$ cat src/rtl/rec_word_lock.sv
// rec_word_lock: word-alignment hunter for the wclk-domain receiver path.
// Issues bitslip pulses until LOCK_CNT clean commas are seen, then watches
// decoder code errors and drops lock after ERR_LIMIT errors with no comma between them.
//
// state   | meaning
// --------+----------------------------------------------------------
// START   | idle / restart; search counters cleared, waits for pa_ready
// WAIT    | settling time after entry or bitslip (SLIP_WAIT cycles)
// CHECK   | first word after settling: comma -> LOCKING, else bitslip
// LOCKING | collecting commas up to LOCK_CNT; code error -> bitslip
// READY   | aligned; code errors counted, comma clears the count
module rec_word_lock #(
    parameter int                DSIZE     = 10,
    parameter logic [DSIZE-1:0]  COMMA_P   = 10'b0011111001,
    parameter logic [DSIZE-1:0]  COMMA_N   = 10'b1100000110,
    parameter int                SLIP_WAIT = 8,
    parameter int                LOCK_CNT  = 4,
    parameter int                MAX_SLIPS = 10,
    parameter int                ERR_LIMIT = 16
) (
    input  logic             wclk,
    input  logic             reset,
    input  logic             pa_ready,
    input  logic [DSIZE-1:0] data,
    input  logic             code_err,
    output logic             bitslip,
    output logic             ready,
    output logic             align_error,
    output logic [7:0]       slip_cnt,
    output logic [7:0]       lost_cnt,
    output logic [2:0]       state_out
);

    typedef enum logic [2:0] {
        S_START   = 3'd0,
        S_WAIT    = 3'd1,
        S_CHECK   = 3'd2,
        S_LOCKING = 3'd3,
        S_READY   = 3'd4
    } state_t;

    localparam int              WW         = (SLIP_WAIT > 1) ? $clog2(SLIP_WAIT) : 1;
    localparam logic [WW-1:0]   WAIT_LAST  = WW'(SLIP_WAIT - 1);
    localparam logic [7:0]      LOCK_LAST  = 8'(LOCK_CNT);
    localparam logic [7:0]      SLIP_LAST  = 8'(MAX_SLIPS);
    localparam logic [7:0]      ERR_LAST   = 8'(ERR_LIMIT);

    state_t        state;
    logic [WW-1:0] wait_cnt;
    logic [7:0]    comma_cnt;
    logic [7:0]    err_cnt;

    logic          is_comma;
    logic          miss;
    logic [7:0]    slip_nxt;
    logic [7:0]    comma_nxt;
    logic [7:0]    err_nxt;

    // A word carrying a code error is never a valid comma, even if the bits match.
    assign is_comma  = ((data == COMMA_P) || (data == COMMA_N)) && !code_err;
    assign miss      = ((state == S_CHECK) && !is_comma) ||
                       ((state == S_LOCKING) && code_err);
    assign slip_nxt  = slip_cnt + 8'd1;
    assign comma_nxt = comma_cnt + 8'd1;
    assign err_nxt   = err_cnt + 8'd1;
    assign state_out = state;

    // Alignment FSM with all outputs registered.
    always_ff @(posedge wclk) begin
        if (reset) begin
            state       <= S_START;
            wait_cnt    <= '0;
            comma_cnt   <= '0;
            err_cnt     <= '0;
            slip_cnt    <= '0;
            lost_cnt    <= '0;
            bitslip     <= 1'b0;
            ready       <= 1'b0;
            align_error <= 1'b0;
        end else begin
            bitslip <= 1'b0;
            ready   <= (state == S_READY) && pa_ready;

            if (!pa_ready) begin
                state       <= S_START;
                wait_cnt    <= '0;
                comma_cnt   <= '0;
                err_cnt     <= '0;
                slip_cnt    <= '0;
                align_error <= 1'b0;
            end else begin
                case (state)
                    S_START: begin
                        wait_cnt  <= '0;
                        comma_cnt <= '0;
                        err_cnt   <= '0;
                        slip_cnt  <= '0;
                        state     <= S_WAIT;
                    end
                    S_WAIT: begin
                        if (wait_cnt == WAIT_LAST) begin
                            wait_cnt <= '0;
                            state    <= S_CHECK;
                        end else begin
                            wait_cnt <= wait_cnt + 1'b1;
                        end
                    end
                    S_CHECK: begin
                        if (is_comma) begin
                            comma_cnt <= 8'd1;
                            state     <= (LOCK_CNT == 1) ? S_READY : S_LOCKING;
                        end else begin
                            comma_cnt <= '0;
                            wait_cnt  <= '0;
                            state     <= S_WAIT;
                        end
                    end
                    S_LOCKING: begin
                        if (code_err) begin
                            comma_cnt <= '0;
                            wait_cnt  <= '0;
                            state     <= S_WAIT;
                        end else if (is_comma) begin
                            comma_cnt <= comma_nxt;
                            if (comma_nxt == LOCK_LAST) begin
                                state <= S_READY;
                            end
                        end
                    end
                    S_READY: begin
                        if (code_err) begin
                            if (err_nxt == ERR_LAST) begin
                                // Lock loss restarts the hunt without a bitslip.
                                state       <= S_START;
                                err_cnt     <= '0;
                                comma_cnt   <= '0;
                                wait_cnt    <= '0;
                                slip_cnt    <= '0;
                                align_error <= 1'b0;
                                if (lost_cnt != 8'hFF) begin
                                    lost_cnt <= lost_cnt + 8'd1;
                                end
                            end else begin
                                err_cnt <= err_nxt;
                            end
                        end else if (is_comma) begin
                            err_cnt <= '0;
                        end
                    end
                    default: begin
                        state <= S_START;
                    end
                endcase

                // Miss: request one bitslip and count it; rollover flags the failed search.
                if (miss) begin
                    bitslip <= 1'b1;
                    if (slip_nxt == SLIP_LAST) begin
                        align_error <= 1'b1;
                        slip_cnt    <= '0;
                    end else begin
                        slip_cnt <= slip_nxt;
                    end
                end
            end
        end
    end

endmodule
$ cat config.mk
export PLATFORM = sky130hd
export DESIGN_NAME = rec_word_lock
export DESIGN_NICKNAME = d
export VERILOG_FILES = /design/src/rtl/rec_word_lock.sv
export SDC_FILE = /design/constraint.sdc
export NUM_CORES = 1
export LEC_CHECK = 0
export BUFFER_PORTS_ARGS = -buffer_cell sky130_fd_sc_hd__buf_2
export CORE_ASPECT_RATIO = 0.9
export CORE_MARGIN = 2
export CORE_UTILIZATION = 52
export DETAILED_ROUTE_END_ITERATION = 10
export PLACE_DENSITY = 0.82
export SLEW_MARGIN = 20
export SYNTH_ARGS = -nofsm -noshare
export SYNTH_HDL_FRONTEND = slang
export SYNTH_SLANG_ARGS = --single-unit
$ cat constraint.sdc
create_clock -name wclk -period 2.6 [get_ports wclk]
set_clock_uncertainty 0.2 [all_clocks]
set_input_delay 0.52 -clock wclk [delete_from_list [all_inputs] [get_ports wclk]]
set_output_delay 0.52 -clock wclk [all_outputs]
set_load 0.005 [all_outputs]
After elaboration in Yosys (flattened, before gate mapping)

Cells that the tools add are included.
Widths: inputs -> output; s select.

Register bits: 41
Input bits: 14
Output and inout bits: 22
Word-level logic and storage cells: 87

Add/sub/neg operators: 5
Equal/unequal tests: 21
Multiplexer cells: 31
Bitwise gates (word level): 1
Reductions and logical operators: 20

Operators by type and width:

| cell                 | number |
|---|---|
| $mux 8               | 9 |
| $add 8x1->8 const B  | 4 |
| $pmux 8 s2           | 2 |
| $pmux 8 s4           | 1 |
| $pmux 3 s5           | 2 |
| $mux 3               | 9 |
| $reduce_and 5->1     | 3 |
| $eq 10x10->1 const B | 1 |
| $eq 10x8->1 const B  | 1 |
| $ne 3x3->1 const B   | 3 |
| $eq 8x3->1 const B   | 1 |
| $eq 8x4->1 const B   | 1 |
| $eq 8x5->1 const B   | 1 |
| $ne 2x2->1 const B   | 4 |
| $ne 8x8->1 const B   | 1 |
| $mux 1               | 7 |
| $eq 3x2->1 const B   | 2 |
| $eq 3x3->1 const B   | 2 |
| $ne 3x2->1 const B   | 2 |
| $reduce_bool 5->1    | 1 |
| $logic_and 1x1->1    | 4 |
| $reduce_and 4->1     | 1 |
| $reduce_bool 4->1    | 1 |
| $add 3x1->3 const B  | 1 |
| 12 further kinds     | 14 |

Depth between registers and ports, before layout

Gate-level depths: netlist (run 1).

Depth in word-level cells: 8
Depth in mapped cells: 8
Gate-level depth less buffers: 7

Least setup slack after synthesis (run 1)

Ideal clock, no wire load.

Path kind: flip-flop to flip-flop
From: reg err_cnt[0]
To: reg lost_cnt[7]
Arrival time: 2.384 ns
Slack: -0.108 ns
Cell stages (with the launch flop): 8
Cells stage by stage: dfxtp_1 -> ha_1 -> nand3_2 -> or4_1 -> o311a_2 -> or2_4 -> nor4_4 -> mux2_1

Longest elaborated chain between the ends: 3

RTL lines:

| item                       | line | RTL |
|---|---|---|
| start, declared            | 51   | `logic [7:0] err_cnt;` |
| start signal, assigned     | 144  | `err_cnt <= err_nxt;` |
| $add 8x1->8                | 65   | `assign err_nxt = err_cnt + 8'd1;` |
| $eq 8x5->1                 | 132  | `if (err_nxt == ERR_LAST) begin` |
| $reduce_and 5->1 (no line) | --   |  |
| end signal, assigned       | 141  | `lost_cnt <= lost_cnt + 8'd1;` |
| end, declared              | 30   | `output logic [7:0] lost_cnt,` |

Every way passes these cells.
A chain may end at the register's enable or synchronous reset.

Worst setup path in the final report (run 1)

From: reg err_cnt[4]
To: reg lost_cnt[7]

The elaborated chain is that of the path after synthesis.

==> results of run 1 <==
-- critical path: stages (launching register included) --
cell,delay [ps]
sky130_fd_sc_hd__dfxtp_1,450
sky130_fd_sc_hd__nand2_1,130
sky130_fd_sc_hd__buf_4,160
sky130_fd_sc_hd__nor4b_1,390
sky130_fd_sc_hd__o32ai_2,180
sky130_fd_sc_hd__or2_4,320
sky130_fd_sc_hd__nor4_4,270
sky130_fd_sc_hd__mux2_1,340
-- metal layers --
metal,up-vias,wire [microns],global-route usage [%]
li1,1251,-,-
met1,1159,2830,29.4
met2,53,2760,35.4
met3,5,220,4.56
met4,0,62,6.55
met5,-,0,0
-- area by class of cell --
cell class / count / area, sq um / share of cell area [%]
inverters: 6 / 22.5 / 0.753
well taps: 62 / 77.6 / 2.59
flip-flops and latches: 41 / 827 / 27.6
repair buffers: 55 / 325 / 10.9
clock buffers: 6 / 82.6 / 2.76
multi-input cells: 246 / 1620 / 54.1
clock inverters: 2 / 37.5 / 1.25
-- cell families after synthesis --
| group | synth area share, % |
|---|---|
| simple gates | 32.6 |
| compound gates | 20.3 |
| flops | 32.8 |
| buf+inv | 3.30 |
| mux | 4.26 |
| fa+ha+maj | 4.51 |
| xor+xnor | 2.10 |
-- what timing repair did --
action,in CTS,in global routing
pin swaps,0,1
gates resized for setup,1,4
setup endpoints to repair,1,5
-- flip-flops by register name (all words and copies together) (netlist names) --
register and flops:
lost_cnt 8, ready 1, state_out 3, comma_cnt 8, err_cnt 8, slip_cnt 8, wait_cnt 3, align_error 1
bitslip 1
-- synth_stat cells (all sizes together) (3+ instances only) --
cell type  instances
nor4               7
nor2b              7
and2               5
a31oi             11
or3                8
a32o               3
mux2               5
nor2              30
ha                 9
o211ai             3
nand4              6
clkbuf             7
inv                6
xnor2              4
nand2b             5
and3               8
nand3             12
o21ai             13
mux2i              5
a21oi             20
nor3               7
nand2             30
dfxtp             41
a41oi              3
and4               4
buf                6
nand3b             4
-- power by group --
group / internal (uW) / total [uW] / switching, uW
registers: 630 / 638 / 7.87
clock network: 312 / 542 / 230
logic: 40.2 / 94.9 / 54.7
total: 982 / 1270 / 292
-- how the worst max path moves through the flow --
stage / startpoint / endpoint / slack, ps / cells past startpoint
global placement: err_cnt[1] / lost_cnt[7] / 50 / 7
detailed placement: err_cnt[1] / lost_cnt[7] / -10 / 7
floorplan: err_cnt[0] / lost_cnt[7] / 70 / 7
finish: err_cnt[4] / lost_cnt[7] / 40 / 7
global route: err_cnt[1] / lost_cnt[7] / -60 / 7
CTS: err_cnt[1] / lost_cnt[7] / 10 / 7
-- metrics by stage --
| step | cell area [sq um] | hold WS, ps | worst slack (ps) |
|---|---|---|---|
| 6_report | 2990 | 298 | 39.1 |
| 4_1_cts | 2980 | 291 | 12.9 |
| 2_1_floorplan | 2510 | 262 | 65.2 |
| 3_5_place_dp | 2860 | 279 | -10.4 |
| 5_1_grt | 2990 | 316 | -55.4 |
| 3_3_place_gp | 2860 | 283 | 54.4 |
==> impl_metrics.csv, run 1 <==
group,metric,value,unit
floorplanning,die_w,77.1,microns
worst_hold_path,hold-path-endpoint,"align_error",
timing,rsz_0062_raised_after_global_routing,"true",
detailed_routing,detail_route.wirelength,5870,microns
logic_synthesis,synth.top_cell.area_share,32.8,%
floorplanning,placeable_area,4550,sq um
layout,syn_to_layout_area_delta,19.7,%
global_routing,grt_start_max_net_pins,19,
logic_synthesis,yosysUniqueCellTypes,61,
logic_synthesis,yosys_warnings,0,
worst_setup_path,required_time_at_the_endpoint_of_the_critical_path,2590,ps
clocking,cts-root-to-sink-buffers,2,
floorplanning,start_util,55.0,%
worst_setup_path,setup.reg_to_reg.worst_slack,40,ps
layout,filler_cell_count,407,
logic_synthesis,synth.largest_area_cell,"sky130_fd_sc_hd__dfxtp_1",
layout,antenna_diode_count,0,
power,leakage_power,0.00120,uW
detailed_routing,final_routed_drc_violation_total,0,
worst_setup_path,worstPathArrival,2550,ps
timing,final-max-slew-violation-count,0,
clocking,cts_root_buffer,"sky130_fd_sc_hd__clkbuf_8",
worst_setup_path,cp_max_fo,8,
logic_synthesis,yosys_register_bits,41,
global_routing,grt_antenna_before_repair,0,
place,place_hpwl,4250,microns
worst_hold_path,hold_path.startpoint,"align_error",
timing,finalCriticalPeriod,2560,ps
detailed_routing,antenna_left,0,
timing,achievable-frequency,0.390,GHz
detailed_routing,routed_via_density,5.90,
worst_setup_path,r2r_start,"err_cnt[4]",
worst_hold_path,worst_hold_path_depth,2,
logic_synthesis,synth_area_per_cell,8.17,sq um
floorplanning,die-area,5380,sq um
layout,num-nets-final,378,
clocking,cts.clk_slew.worst_paths,80,ps
worst_setup_path,critPathLaunchType,"flop",
floorplanning,floorplan.io_pins,36,
timing,slew_at_the_pin_closest_to_its_max_slew_limit,540,ps
floorplanning,std_cell_rows,23,
detailed_routing,drt_iter0_markers,124,
layout,mostFrequentLayoutCells,"sky130_fd_sc_hd__dfxtp_1 (38), sky130_fd_sc_hd__buf_2 (35), sky130_fd_sc_hd__nor2_1 (30), sky130_fd_sc_hd__nand2_1 (30)",
clocking,cts_hold_buf,0,
detailed_routing,tritonroute_pass_1_iters,4,
logic_synthesis,postSynthCellCount,306,
detailed_routing,route.detailed.wl_per_inst,14.0,microns
timing,final.setup.tns,0,ps
clocking,clock_sink_count,41,
timing,final_hold_viol_count,0,
logic_synthesis,ys_seq_area_share,32.8,%
worst_setup_path,end_kind,"flop",
worst_setup_path,critical_path.reg2reg.endpoint,"lost_cnt[7]",
power,power.total,1270,uW
floorplanning,fp.dieH,69.8,microns
logic_synthesis,mapped_area,2500,sq um
place,placed_cells_incl_taps,410,
global_routing,first_global_vias,2215,
logic_synthesis,synthesis.nets,329,
logic_synthesis,postSynth.topFlopCell,"sky130_fd_sc_hd__dfxtp_1",
detailed_routing,route.vias.total,2468,
clocking,cts-htree-levels,2,
logic_synthesis,asyncSetResetFlopFracSynth,0,%
layout,mostFrequentLayoutCell,"sky130_fd_sc_hd__dfxtp_1",
clocking,cts_buffers,5,
timing,min_period_over_period,98.5,%
clocking,later_pin_clock_latency_in_the_skew_report,300,ps
global_routing,groute.usage.overall,21.8,%
clocking,cts_post_setup_buffers_inserted,0,
place,place.gp.congestion,0.921,
power,ir_worst_vdd,0.351,mV
timing,final-setup-viol-count,0,
layout,layout_cells_sized_above_1,23.3,%
power,pwr_density_cell,426,nW/um^2
logic_synthesis,synth_edf_count,0,
flow_run,maxCapViolCount,0,
logic_synthesis,synth.area.top_cells,"sky130_fd_sc_hd__dfxtp_1 (33%), sky130_fd_sc_hd__ha_1 (4.5%), sky130_fd_sc_hd__nand2_1 (4.5%), sky130_fd_sc_hd__nor2_1 (4.5%), sky130_fd_sc_hd__a21oi_1 (4.0%)",
status,outcome,"finished clean",
timing,slew_headroom,64.0,%
layout,stdcell_count,418,
global_routing,grt_overflow,0,
worst_setup_path,ff2ff_path_depth,7,
worst_setup_path,worstSetupPathType,"reg2reg",
worst_hold_path,hold_path.class,"reg2reg",
clocking,tritoncts,"yes",
layout,core_occupancy_in_the_finished_layout,65.8,%
place,number_of_buffers_added_on_ports,35,
global_routing,grt_pass1_wl,9730,microns
No activity file was read; power rests on OpenSTA's default activity.
==> inputs of run 2 (changes only) <==
--- a/config.mk
+++ b/config.mk
@@ -9,8 +9,9 @@
 export CORE_ASPECT_RATIO = 0.9
 export CORE_MARGIN = 2
 export CORE_UTILIZATION = 52
+export CTS_CLUSTER_DIAMETER = 80
 export DETAILED_ROUTE_END_ITERATION = 10
-export PLACE_DENSITY = 0.82
+export PLACE_DENSITY = 0.75
 export SLEW_MARGIN = 20
 export SYNTH_ARGS = -nofsm -noshare
 export SYNTH_HDL_FRONTEND = slang
==> run 2 against run 1 <==
  * Worst hold slack worse by 13 ps
  * Fmax rose by 0.25%
  * Highest routed layer unchanged
  * Cell count up 0.72%
  * Global-route usage rose by 0.86 points
==> impl_metrics.csv, run 2 (synthesis results as in run 1) <==
group,metric,value,unit
floorplanning,die_w,77.1,microns
clocking,cts_root_buffer,"sky130_fd_sc_hd__clkbuf_8",
global_routing,grt_start_max_net_pins,22,
timing,post-route-worst-setup-slack,45.5,ps
layout,finish.instance_area,2990,sq um
place,place_hpwl,4210,microns
flow_run,maxCapViolCount,0,
layout,antenna_diode_count,0,
place,place.gp.congestion,0.895,
worst_setup_path,worstPathArrival,2560,ps
timing,final-setup-viol-count,0,
worst_setup_path,required_time_at_the_endpoint_of_the_critical_path,2610,ps
worst_setup_path,worstSetupEndpoint,"lost_cnt[7]",
clocking,cts.clk_slew.worst_paths,90,ps
worst_setup_path,crit_path_start,"err_cnt[0]",
timing,slew_headroom,66.5,%
timing,final-max-slew-violation-count,0,
timing,slew_at_the_pin_closest_to_its_max_slew_limit,500,ps
detailed_routing,routed_via_density,5.96,
global_routing,grt_antenna_before_repair,0,
floorplanning,start_util,55.0,%
place,number_of_buffers_added_on_ports,35,
worst_setup_path,setup.reg_to_reg.worst_slack,50,ps
clocking,later_pin_clock_latency_in_the_skew_report,310,ps
place,detailed_place.area,2860,sq um
worst_setup_path,cp_max_fo,6,
layout,multiInputGateArea,1630,sq um
detailed_routing,route.vias.total,2508,
layout,layout_cells_sized_above_1,24.0,%
worst_setup_path,ff2ff_path_depth,7,
status,outcome,"finished clean",
detailed_routing,tritonroute_pass_1_iters,5,
clocking,clock_sink_count,41,
detailed_routing,detail_route.wirelength,5880,microns
power,pwr_density_cell,388,nW/um^2
clocking,tritoncts,"yes",
layout,mostFrequentLayoutCells,"sky130_fd_sc_hd__dfxtp_1 (39), sky130_fd_sc_hd__buf_2 (35), sky130_fd_sc_hd__nand2_1 (30)",
clocking,cts_buffers,5,
worst_setup_path,r2r_start,"err_cnt[0]",
detailed_routing,route.detailed.wl_per_inst,14.0,microns
layout,seq_area,826,sq um
power,ir_worst_vdd,0.259,mV
timing,holdWs,284,ps
floorplanning,std_cell_rows,23,
timing,min_period_over_period,98.3,%
global_routing,grt_overflow,0,
clocking,cts-htree-levels,2,
timing,achievable-frequency,0.391,GHz
detailed_routing,antenna_left,0,
global_routing,groute.usage.overall,22.7,%
worst_setup_path,critical_path.reg2reg.endpoint,"lost_cnt[7]",
power,leakage_power,0.00120,uW
timing,final.setup.tns,0,ps
global_routing,grt_pass1_wl,10100,microns
worst_hold_path,hold_path.class,"reg2reg",
clocking,cts-root-to-sink-buffers,2,
floorplanning,placeable_area,4550,sq um
layout,syn_to_layout_area_delta,19.7,%
layout,num-nets-final,381,
worst_setup_path,end_kind,"flop",
place,detailedPlace.worstSlack,15.4,ps
layout,filler_cell_count,380,
floorplanning,fp.dieH,69.8,microns
timing,finalCriticalPeriod,2550,ps
global_routing,first_global_vias,2197,
layout,core_occupancy_in_the_finished_layout,65.8,%
floorplanning,floorplan.io_pins,36,
detailed_routing,drt_iter0_markers,145,
floorplanning,die-area,5380,sq um
layout,mostFrequentLayoutCell,"sky130_fd_sc_hd__dfxtp_1",
worst_setup_path,worstSetupPathType,"reg2reg",
timing,final_hold_viol_count,0,
worst_setup_path,critPathLaunchType,"flop",
detailed_routing,final_routed_drc_violation_total,0,
==> run 2: repair_timing <==
| action | CTS | global route |
|---|---|---|
| hold buffers | 0 | 0 |
| setup buffers | 0 | 2 |
| gates resized for setup | 0 | 6 |
| setup endpoints to repair | 0 | 13 |
==> run 2: final cells by class <==
type,count,area share [%]
clock buffer,5,2.30
clock inverter,3,0.586
inverter,6,0.753
multi-input combinational,246,54.5
sequential,41,27.6
tap,62,2.59
timing repair buffer,58,11.6
==> run 2: critical path, cell delays in order (launching register included) <==
cell and delay (ps):
sky130_fd_sc_hd__dfxtp_4 370, sky130_fd_sc_hd__buf_4 150, sky130_fd_sc_hd__and4_1 180, sky130_fd_sc_hd__or4_1 510, sky130_fd_sc_hd__o311a_4 160, sky130_fd_sc_hd__or2_4 280, sky130_fd_sc_hd__nor4_4 270, sky130_fd_sc_hd__mux2_1 330
==> run 2: stage by stage <==
stage / total power (uW) / std cells
finish: 1160 / 421
global route: 1210 / 421
CTS: 1170 / 419
detailed placement: 743 / 411
global placement: 742 / 411
floorplan: 705 / 306
==> run 2: worst min path at each step <==
stage	slack (ps)	depth (start not counted)	start	endpoint
after global routing	320	2	align_error	align_error
after CTS	290	2	align_error	align_error
final	280	2	align_error	align_error
after detailed placement	280	2	align_error	align_error
after floorplan	260	1	comma_cnt[7]	comma_cnt[7]
after global placement	270	2	align_error	align_error
==> run 2: metal layers <==
layer	global-route usage, %	share of wire, %	vias to the layer above
li1	-	-	1253
met1	31.8	47	1183
met2	34.5	47	65
met3	4.43	4.8	7
met4	8.73	1.4	0
met5	0	0	-
==> run 2: power breakdown <==
| group | switching, uW | internal, uW |
|---|---|---|
| combinational | 55.5 | 40.0 |
| sequential | 5.58 | 630 |
| clock | 245 | 186 |
| total | 306 | 855 |
